===== src/rtl/control_unit.sv =====
// ----------------------------------------------------------------------------
// control_unit
//
// Sequencer for a small load/store processor. It holds the program counter,
// the instruction register and a Moore FSM. The FSM decodes the instruction
// register and drives the data memory and register file control signals.
//
// Ports
//   Clk         in   1   system clock, all state updates on the rising edge
//   Reset       in   1   synchronous, active-low reset
//   IM_Q        in  16   instruction word read from address PC_Out
//   PC_Out      out  7   program counter / instruction memory address
//   IR_Out      out 16   instruction register
//   OutState    out  4   current FSM state code
//   NextState   out  4   state entered on the next rising edge
//   D_Addr      out  8   data memory address
//   D_wr        out  1   data memory write enable
//   RF_Ra_Addr  out  4   register file read port A address
//   RF_Rb_Addr  out  4   register file read port B address
//   RF_W_Addr   out  4   register file write address
//   RF_W_en     out  1   register file write enable
//   RF_s        out  1   write-back select: 1 = data memory, 0 = ALU
//   ALU_s0      out  3   ALU function select
// ----------------------------------------------------------------------------
module control_unit (
    input  logic        Clk,
    input  logic        Reset,
    input  logic [15:0] IM_Q,
    output logic [6:0]  PC_Out,
    output logic [15:0] IR_Out,
    output logic [3:0]  OutState,
    output logic [3:0]  NextState,
    output logic [7:0]  D_Addr,
    output logic        D_wr,
    output logic [3:0]  RF_Ra_Addr,
    output logic [3:0]  RF_Rb_Addr,
    output logic [3:0]  RF_W_Addr,
    output logic        RF_W_en,
    output logic        RF_s,
    output logic [2:0]  ALU_s0
);

    typedef enum logic [3:0] {
        INIT   = 4'd0,
        FETCH  = 4'd1,
        DECODE = 4'd2,
        NOOP   = 4'd3,
        LOADA  = 4'd4,
        LOADB  = 4'd5,
        STORE  = 4'd6,
        ADD    = 4'd7,
        SUB    = 4'd8,
        HALT   = 4'd9
    } state_t;

    typedef struct packed {
        logic [7:0] d_addr;
        logic       d_wr;
        logic [3:0] ra_addr;
        logic [3:0] rb_addr;
        logic [3:0] w_addr;
        logic       w_en;
        logic       rf_s;
        logic [2:0] alu_s0;
    } ctrl_t;

    state_t      state;
    state_t      next_state;
    logic [6:0]  pc;
    logic [15:0] ir;
    ctrl_t       ctrl;

    // Control word for a given state and instruction. Anything not named for
    // a state stays zero.
    function automatic ctrl_t decode_ctrl(input state_t s, input logic [15:0] ins);
        ctrl_t c;
        c = '0;
        case (s)
            LOADA, LOADB: begin
                c.d_addr = ins[11:4];
                c.w_addr = ins[3:0];
                c.rf_s   = 1'b1;
                c.w_en   = (s == LOADB);
            end
            STORE: begin
                c.d_addr  = ins[11:4];
                c.ra_addr = ins[3:0];
                c.d_wr    = 1'b1;
            end
            ADD, SUB: begin
                c.ra_addr = ins[11:8];
                c.rb_addr = ins[7:4];
                c.w_addr  = ins[3:0];
                c.w_en    = 1'b1;
                c.alu_s0  = (s == ADD) ? 3'b001 : 3'b010;
            end
            default: ;
        endcase
        return c;
    endfunction

    // NOTE: next_state gets a default before the case so no path leaves it
    // unassigned, which would otherwise infer a latch.
    always_comb begin
        next_state = state;
        if (!Reset) begin
            next_state = INIT;
        end else begin
            case (state)
                INIT:   next_state = FETCH;
                FETCH:  next_state = DECODE;
                DECODE: begin
                    case (ir[15:12])
                        4'b0000: next_state = NOOP;
                        4'b0001: next_state = STORE;
                        4'b0010: next_state = LOADA;
                        4'b0011: next_state = ADD;
                        4'b0100: next_state = SUB;
                        4'b0101: next_state = HALT;
                        default: next_state = NOOP;
                    endcase
                end
                LOADA:  next_state = LOADB;
                HALT:   next_state = HALT;
                default: next_state = FETCH;  // NoOp, LoadB, Store, Add, Sub
            endcase
        end
    end

    // The control word is registered from next_state so it always equals
    // decode_ctrl(OutState, IR_Out) without a combinational path. IR is only
    // loaded on the Fetch edge, which enters Decode (an all-zero state), so
    // the IR value used here is already the one the execute states see.
    // NOTE: all sequential state uses non-blocking assignments so every
    // register samples pre-edge values regardless of statement order.
    always_ff @(posedge Clk) begin
        if (!Reset) begin
            state <= INIT;
            pc    <= '0;
            ir    <= '0;
            ctrl  <= '0;
        end else begin
            state <= next_state;
            ctrl  <= decode_ctrl(next_state, ir);
            // Init clears the PC; Fetch captures the word at the current
            // address and advances. Every other state, Halt included, holds.
            if (state == INIT) begin
                pc <= '0;
            end else if (state == FETCH) begin
                pc <= pc + 7'd1;
            end
            if (state == FETCH) begin
                ir <= IM_Q;
            end
        end
    end

    assign PC_Out     = pc;
    assign IR_Out     = ir;
    assign OutState   = state;
    assign NextState  = next_state;
    assign D_Addr     = ctrl.d_addr;
    assign D_wr       = ctrl.d_wr;
    assign RF_Ra_Addr = ctrl.ra_addr;
    assign RF_Rb_Addr = ctrl.rb_addr;
    assign RF_W_Addr  = ctrl.w_addr;
    assign RF_W_en    = ctrl.w_en;
    assign RF_s       = ctrl.rf_s;
    assign ALU_s0     = ctrl.alu_s0;

endmodule


===== config.mk =====
export PLATFORM = sky130hd
export DESIGN_NAME = control_unit
export DESIGN_NICKNAME = d
export VERILOG_FILES = /design/src/rtl/control_unit.sv
export SDC_FILE = /design/constraint.sdc
export NUM_CORES = 1
export LEC_CHECK = 0
export ABC_AREA = 1
export CAP_MARGIN = 20
export CORE_ASPECT_RATIO = 1.5
export CORE_MARGIN = 2
export CORE_UTILIZATION = 65
export CTS_BUF_LIST = sky130_fd_sc_hd__clkbuf_8
export DETAILED_ROUTE_END_ITERATION = 12
export DONT_BUFFER_PORTS = 1
export PLACE_DENSITY = 0.8
export SKIP_LAST_GASP = 1
export SLEW_MARGIN = 20
export SYNTH_ARGS = -nofsm -noshare
export SYNTH_HDL_FRONTEND = slang
export SYNTH_SLANG_ARGS = --single-unit

===== constraint.sdc =====
create_clock -name Clk -period 2 [get_ports Clk]
set_input_delay 0.2 -clock Clk [delete_from_list [all_inputs] [get_ports Clk]]
set_output_delay 0.2 -clock Clk [all_outputs]
set_load 0.02 [all_outputs]

==> impl_metrics.tcl, run 1 <==
set metrics [dict create \
    status "finished clean" \
    holdBufCountCts 0 \
    grt_start_max_net_pins 25 \
    grt_pass1_wl_um 5560 \
    p_seq_share_pct 51.1 \
    synthDistinctLibCells 26 \
    critPathKind "reg -> out" \
    ir_drop_mv 0.975 \
    crit_path_max_fanout 4 \
    max_freq_mhz 562 \
    drc 0 \
    ys_async_sr_fraction_pct 0 \
    wire_per_inst_um 12.6 \
    antenna_found_initial 0 \
    cts_buffers 5 \
    p_int_uw 1810 \
    fin_tns_setup_ns 0 \
    setup_viol 0 \
    avgSynthCellArea_um2 8.14 \
    ios 75 \
    final_max_slew_viol_count 0 \
    routabilityCongestion 0.812 \
    synth_seq_area_share_pct 54.7 \
    track_usage_pct 22.8 \
    power_switching_uw 1390 \
    clk_path_buf_depth 2 \
    core_area_um2 2850 \
    avgViaCountPerCell 5.17 \
    ant_nets 0 \
    synth_common_cells "dfxtp_1 (52), nand2_1 (44), nor2_1 (31)" \
    worstPathArrival_ns 1.58 \
    cp_data_required_time_ns 1.80 \
    area_growth_pct 8.80 \
    cts_tree "yes" \
    min_period_over_period_pct 89.0 \
    rsz0062_at_grt "false" \
    timing.final.hold_violations 0 \
    die_area_um2 3390 \
    syn_nets 253 \
    dr.pass1.iters 4 \
    yosysTopAreaCellShare_pct 54.7 \
    vias 1453 \
    syn_inst 234 \
    antenna_cells 0 \
    post_cts_buffers 0 \
    hpwl_um 2770 \
    synth_top_area_cell "dfxtp_1" \
    clkSinkCount 52 \
    min_period_ns 1.78 \
    yosys_warnings 0 \
    ctsHtreeMaxLevel 2 \
    portBuffers 0 \
    die_width_um 48.2 \
    grt_pass1_vias 1304 \
    final_layout_size_suffix_gt1_share_pct 15.3 \
    netlist_top_cells_area "dfxtp_1 (55%), nand2_1 (8.7%), nor2_1 (6.1%), inv_1 (5.1%), a21oi_1 (4.5%)" \
    num_rows 24 \
    synth_seq_cells 52 \
    synth_most_common_cell "dfxtp_1" \
    final_area_um2 2070 \
    initial_utilization_pct 66.8 \
    startpoint_type "register" \
    synth-main-ff-cell "dfxtp_1" \
    skew_ns 0.00363 \
    overflow 0 \
    wl_um 3550 \
    cts_root_buffer "clkbuf_8" \
    cap_violations 0 \
    cts.clk_slew.worst_paths_ns 0.09 \
    synth_edf_count 0 \
    die_y_um 70.3 \
    hold_class "in -> reg" \
    end_kind "output port" \
    nets 260 \
    synth.cell_area_um2 1900 \
    cellLeakagePower_uw 0.000880 \
    power_density_nw_per_um2 1550 \
    dpl_cell_area_um2 1970 \
    drt_iter0_markers 39 \
    p_comb_share_pct 30.3 \
    pwr-share-clk_pct 18.6 \
    p_sw_share_pct 43.4 \
    clk_latency_ns 0.30 \
]
logic make-up after synthesis:
| group | synth area share, % |
|---|---|
| xor+xnor | 1.84 |
| simple gates | 26.0 |
| buf+inv | 7.23 |
| fa+ha+maj | 0.657 |
| other cells | 0.197 |
| flops | 54.7 |
| compound gates | 9.40 |
cell usage in the layout (no fill, tap or decap), types with 3 or more instances in the layout:
cell      synthesis  final
nand2_1          44     44
xor2_1            3      3
nand2_2           3      3
a21oi_1          17     17
clkbuf_8          0      6
dfxtp_2           0      5
inv_1            26     27
buf_4             1      6
nand4_1           6      6
nand3_1           9      9
nor2_2            7      7
o21ai_0          16     16
dfxtp_1          52     47
nor2_1           31     31
final timing paths:
path | from | endpoint | slack, ns | depth (start not counted)
setup / recovery | OutState[3] | NextState[0] | 0.22 | 8
hold / removal | Reset | IR_Out[12] | 0.02 | 2
setup reg to reg | OutState[2] | RF_Rb_Addr[2] | 0.33 | 9
hold reg to reg | IR_Out[12] | IR_Out[12] | 0.55 | 2
power by group through the flow:
stage | registers [µW] | logic [µW] | clock network [µW]
global route | 1670 | 1110 | 635
detailed placement | 1660 | 978 | 0
floorplan | 1640 | 751 | 0
CTS | 1630 | 980 | 606
global placement | 1650 | 961 | 0
finish | 1640 | 971 | 598
flip-flops by register name (all words and copies together) (netlist names):
| signal | count |
|---|---|
| OutState | 4 |
| IR_Out | 16 |
| RF_W_en | 1 |
| PC_Out | 7 |
| RF_W_Addr | 4 |
| RF_Rb_Addr | 4 |
| RF_s | 1 |
| ALU_s0 | 2 |
| D_wr | 1 |
| D_Addr | 8 |
| RF_Ra_Addr | 4 |
critical path: stages (launching register included):
cell and delay (ns):
dfxtp_1 0.32, buf_4 0.16, inv_1 0.07, nand2_1 0.05, nor2_1 0.13, nand2_1 0.09
nand2_1 0.15, nand2_1 0.12, inv_1 0.19
per-stage QoR:
stage / std cells / utilization, % / worst slack [ns] / power [µW] / hold WS (ns)
final: 281 / 72.6 / 0.219 / 3210 / 0.0227
after detailed placement: 273 / 69.1 / 0.272 / 2640 / 0.343
after global placement: 273 / 69.1 / 0.320 / 2610 / 0.341
after CTS: 281 / 72.4 / 0.101 / 3220 / 0.0185
after global routing: 281 / 72.6 / 0.0417 / 3410 / 0.0198
after floorplan: 234 / - / 0.415 / 2390 / 0.367
final cells by class:
| type | count | area, µm² |
|---|---|---|
| Clock buffer | 6 | 82.6 |
| Timing Repair Buffer | 6 | 45.0 |
| Clock inverter | 2 | 11.3 |
| Sequential cell | 52 | 1050 |
| Fill cell | 233 | 781 |
| Inverter | 29 | 111 |
| Multi-Input combinational cell | 147 | 726 |
| Tap cell | 39 | 48.8 |
layer usage:
layer / part of all wire (%) / GRT usage (%) / vias up / wire [µm]
li1: - / - / 745 / -
met1: 36 / 23.7 / 647 / 1280
met2: 53 / 37.9 / 54 / 1890
met3: 9.0 / 8.79 / 7 / 319
met4: 1.8 / 9.91 / 0 / 63
met5: 0 / 0 / - / 0
timing repair:
action                                  in CTS  in global routing
hold endpoints to repair                     0                  0
endpoints found under the setup margin       0                  1
gates resized for setup                      0                  5
Power figures use the tool's default switching activity.
==> run 2, diff against run 1 <==
ABC_AREA = unset   (was 1)
==> run 2 against run 1 <==
  * Via count increased by 4.1%
  * Critical path type unchanged
  * Total power increased by 1.3%
  * Critical endpoint is now NextState[2]
  * Synthesized cell count decreased by 14%
==> impl_metrics.tcl, run 2 <==
set metrics [dict create \
    status "finished clean" \
    ios 75 \
    p_int_uw 2080 \
    critical_path.max_stage_delay_ns 0.54 \
    min_period_ns 1.99 \
    synth.cell_area_um2 1950 \
    synth_most_common_cell "dfxtp_1" \
    antenna_cells 0 \
    critPathKind "reg -> out" \
    timing.final.hold_violations 0 \
    wire_per_inst_um 17.3 \
    avgSynthCellArea_um2 9.69 \
    synth_top_area_cell "dfxtp_1" \
    p_sw_share_pct 35.8 \
    portBuffers 0 \
    nets 241 \
    num_rows 24 \
    cts.clk_slew.worst_paths_ns 0.08 \
    worstPathArrival_ns 1.79 \
    cap_violations 0 \
    cp_data_required_time_ns 1.80 \
    hold_class "in -> reg" \
    rsz0062_at_grt "true" \
    grt_pass1_wl_um 6930 \
    fin_tns_setup_ns 0 \
    dr.pass1.iters 6 \
    ant_nets 0 \
    initial_utilization_pct 67.6 \
    die_width_um 48.7 \
    antenna_found_initial 0 \
    end_kind "output port" \
    largest_reg_flops 16 \
    cts_root_buffer "clkbuf_8" \
    vias 1512 \
    hpwl_um 3240 \
    holdBufCountCts 0 \
    routabilityCongestion 0.875 \
    cpMaxStageDelayCell "or4b_4" \
    ir_drop_mv 0.938 \
    grt_start_max_net_pins 24 \
    grt_pass1_vias 1440 \
    p_seq_share_pct 42.7 \
    track_usage_pct 26.1 \
    dpl_cell_area_um2 2060 \
    drt_iter0_markers 48 \
    overflow 0 \
    max_freq_mhz 502 \
    avgViaCountPerCell 5.79 \
    p_comb_share_pct 32.4 \
    power_switching_uw 1160 \
    ys_async_sr_fraction_pct 0 \
    die_area_um2 3460 \
    final_max_slew_viol_count 0 \
    synthDistinctLibCells 40 \
    area_growth_pct 18.5 \
    path_cells "or4b_4, a2bb2oi_2, or2_4, inv_2, buf_6" \
    die_y_um 71.1 \
    crit_path_max_fanout 4 \
    synth_edf_count 0 \
    drc 0 \
    hold_ws_ns 0.0289 \
    final_area_um2 2310 \
    cts_buffers 5 \
    skew_ns 0.00792 \
    syn_inst 201 \
    final_layout_size_suffix_gt1_share_pct 24.3 \
    wl_um 4520 \
    clkSinkCount 52 \
    cts_tree "yes" \
    syn_nets 220 \
    core_area_um2 2880 \
    synth_common_cells "dfxtp_1 (52), nand2_1 (39), a21boi_0 (20)" \
    yosysTopAreaCellShare_pct 53.4 \
    startpoint_type "register" \
    cellLeakagePower_uw 0.000949 \
    synth_seq_cells 52 \
    ctsHtreeMaxLevel 2 \
    power_density_nw_per_um2 1410 \
    setup_viol 0 \
    pwr-share-clk_pct 24.9 \
    netlist_top_cells_area "dfxtp_1 (53%), a21boi_0 (7.7%), nand2_1 (7.5%), and2_1 (4.5%), xor2_1 (2.2%)" \
    clk_latency_ns 0.30 \
    yosys_warnings 0 \
    layout_common_cells "dfxtp_1 (47), nand2_1 (38), a21boi_0 (20), buf_4 (20), and2_1 (13)" \
    min_period_over_period_pct 99.6 \
    synth-main-ff-cell "dfxtp_1" \
    final_common_cell "dfxtp_1" \
    clk_path_buf_depth 2 \
    synth_seq_area_share_pct 53.4 \
    final_util_pct 80.1 \
]
## run 2: area by class of cell
type / instances / area (µm²)
timing repair buffer: 22 / 173
clock buffer: 5 / 68.8
tap: 39 / 48.8
multi-input combinational: 133 / 878
inverter: 8 / 30.0
sequential: 52 / 1050
clock inverter: 2 / 60.1
fill: 188 / 574
## run 2: metrics by stage
step	std cells	power, µW	worst slack [ns]
3_5_place_dp	246	2240	0.0414
2_1_floorplan	201	1970	0.0843
5_1_grt	261	3390	-0.0369
3_3_place_gp	246	2190	0.160
6_report	261	3250	0.00768
4_1_cts	258	3150	0.0156
## run 2: kinds of logic after synthesis
family	after synthesis	synth area share, %
compound gates	41	17.0
xor+xnor	7	3.15
fa+ha+maj	1	0.642
buf+inv	16	3.53
flops	52	53.4
other cells	1	0.192
simple gates	83	22.1
## run 2: path summary, 6_finish.rpt
path	start	endpoint	slack (ns)	depth (start not counted)
worst max-delay path	IR_Out[14]	NextState[2]	0.008	5
worst min-delay path	IM_Q[14]	IR_Out[14]	0.03	2
worst max register to register	IR_Out[14]	RF_Ra_Addr[0]	0.06	6
worst min register to register	IR_Out[6]	IR_Out[6]	0.59	2
## run 2: repair_timing
item | in CTS | in global routing
pin swaps | 4 | 7
resized for setup | 13 | 10
buffers inserted | 5 | 3
setup endpoints to repair | 4 | 12
## run 2: worst max-delay path: cells and delay by family (launching register included)
kind / cells / cell delay (ns)
buffers and inverters: 2 / 0.17
flip-flops: 1 / 0.37
AND/OR/NAND/NOR: 2 / 0.81
AO/OA/AOI/OAI: 1 / 0.16
## run 2: power groups by stage
stage | combinational (µW) | sequential, µW | clock, µW
2_1_floorplan | 555 | 1410 | 0
3_3_place_gp | 804 | 1380 | 0
3_5_place_dp | 841 | 1400 | 0
4_1_cts | 954 | 1380 | 813
5_1_grt | 1120 | 1410 | 859
6_report | 1050 | 1390 | 809
## run 2: layer usage
layer | part of all wire [%] | up-vias | routed length [µm] | global-route usage (%)
met3 | 6.2 | 19 | 281 | 8.44
met5 | 0 | - | 0 | 0
met4 | 3.4 | 0 | 153 | 15.2
li1 | - | 706 | - | -
met2 | 55 | 71 | 2500 | 47.9
met1 | 35 | 716 | 1590 | 25.1
==> run 3, diff against run 2 <==
ABC_AREA = 1   (was unset)
HOLD_SLACK_MARGIN = 0.08   (was unset)
RECOVER_POWER = 25   (was unset)
==> run 3 against run 2 <==
  * Critical path depth is 1 higher
  * Via count is 3.2% lower
  * Die area is 2.1% lower
  * Critical endpoint is now NextState[0]
==> impl_metrics.tcl, run 3 (synthesized netlist as in run 1, its figures left out) <==
set metrics [dict create \
    dr.pass1.iters 4 \
    drc 0 \
    p_sw_share_pct 43.5 \
    cts_buffers 5 \
    critPathKind "reg -> out" \
    num_rows 24 \
    layout_common_cells "dfxtp_1 (49), nand2_1 (44), nor2_1 (31), inv_1 (26), a21oi_1 (17)" \
    critical_path.max_stage_delay_ns 0.50 \
    grt_pass1_wl_um 5740 \
    clkSinkCount 52 \
    end_kind "output port" \
    ant_nets 0 \
    timing.final.hold_violations 0 \
    vias 1463 \
    p_int_uw 1820 \
    final_max_slew_viol_count 0 \
    startpoint_type "register" \
    ctsHtreeMaxLevel 2 \
    antenna_found_initial 0 \
    initial_utilization_pct 66.8 \
    die_y_um 70.3 \
    final_common_cell "dfxtp_1" \
    path_cells "nor2_2, nand2_2, nand2_2, nand2_1, nand2_1, inv_2" \
    power_switching_uw 1400 \
    min_to "IR_Out[3]" \
    min_period_ns 1.85 \
    hold_ws_ns 0.0843 \
    avgViaCountPerCell 5.13 \
    grt_start_max_net_pins 21 \
    cts_root_buffer "clkbuf_8" \
    r2r_setup_slack_ns 0.17 \
    antenna_cells 0 \
    p_seq_share_pct 50.7 \
    overflow 0 \
    cap_violations 0 \
    clk_latency_ns 0.30 \
    grt_pass1_vias 1333 \
    crit_start "OutState[2]" \
    hold_start "IM_Q[3]" \
    rr_startpoint "OutState[2]" \
    routabilityCongestion 0.812 \
    hold_class "in -> reg" \
    max_slew_margin_pct 58.0 \
    post_cts_buffers 0 \
    min_period_over_period_pct 92.6 \
    max_freq_mhz 540 \
    cellLeakagePower_uw 0.000894 \
    cpMaxStageDelayCell "dfxtp_1" \
    status "finished clean" \
    critPathBufInv 1 \
    cts_tree "yes" \
    final_area_um2 2110 \
    die_width_um 48.2 \
    dpl_cell_area_um2 1970 \
    wl_um 3630 \
    cp_data_required_time_ns 1.80 \
    die_area_um2 3390 \
    track_usage_pct 23.5 \
    rsz0062_at_grt "false" \
    drt_iter0_markers 35 \
    largest_reg_flops 16 \
    nets 264 \
    worstPathArrival_ns 1.65 \
    r2r-end "IR_Out[2]" \
    portBuffers 0 \
    core_area_um2 2850 \
    wire_per_inst_um 12.7 \
    fin_tns_setup_ns 0 \
    hpwl_um 2770 \
    ir_drop_mv 1.02 \
    power_density_nw_per_um2 1530 \
    cts.clk_slew.worst_paths_ns 0.09 \
    clk_path_buf_depth 2 \
    tightest_slew_ns 0.628 \
    hold_depth 2 \
    pwr-share-clk_pct 18.5 \
    crit_family "simple AND/OR/NAND/NOR gates" \
    setup_viol 0 \
    ff2ff_path_depth 6 \
    ios 75 \
    skew_ns 0.00319 \
    area_growth_pct 10.8 \
    p_comb_share_pct 30.8 \
    final_layout_size_suffix_gt1_share_pct 14.6 \
    crit_path_max_fanout 12 \
]
run 3: worst max-delay path by stage:
stage                          to  slack [ns]  cells past startpoint
floorplan           RF_Rb_Addr[1]        0.41                      8
global placement    RF_Rb_Addr[1]        0.32                      9
detailed placement  RF_Rb_Addr[2]        0.27                      9
CTS                  NextState[0]        0.08                      8
global route         NextState[0]       0.007                      6
finish               NextState[0]        0.15                      6
run 3: per-layer routing:
metal,up-vias,share of wire [%],global-route usage (%)
li1,751,-,-
met1,652,37,24.2
met2,53,53,39.6
met3,7,8.5,8.79
met4,0,1.7,9.61
met5,-,0,0
run 3: through the flow:
step	util, %	setup WS (ns)	power, µW	std cells
2_1_floorplan	-	0.415	2390	234
3_5_place_dp	69.1	0.272	2640	273
3_3_place_gp	69.1	0.320	2610	273
4_1_cts	73.8	0.0751	3230	285
5_1_grt	73.9	0.00653	3430	285
6_report	73.9	0.149	3220	285
run 3: layout make-up:
class                      count  area, µm²
multi-input combinational    147        726
timing repair buffer          10       85.1
clock buffer                   6       82.6
fill                         230        743
tap                           39       48.8
clock inverter                 2       11.3
sequential                    52       1040
inverter                      29        111
run 3: power by group through the flow:
stage	registers [µW]	logic (µW)	clock network (µW)
after detailed placement	1660	978	0
after CTS	1630	995	606
after floorplan	1640	751	0
final	1630	993	598
after global placement	1650	961	0
after global routing	1670	1130	635
run 3: timing repair:
action / in CTS / in global routing
endpoints found under the setup margin: 0 / 1
hold endpoints to repair: 20 / 0
resized for setup: 0 / 4
hold buffers: 4 / 0
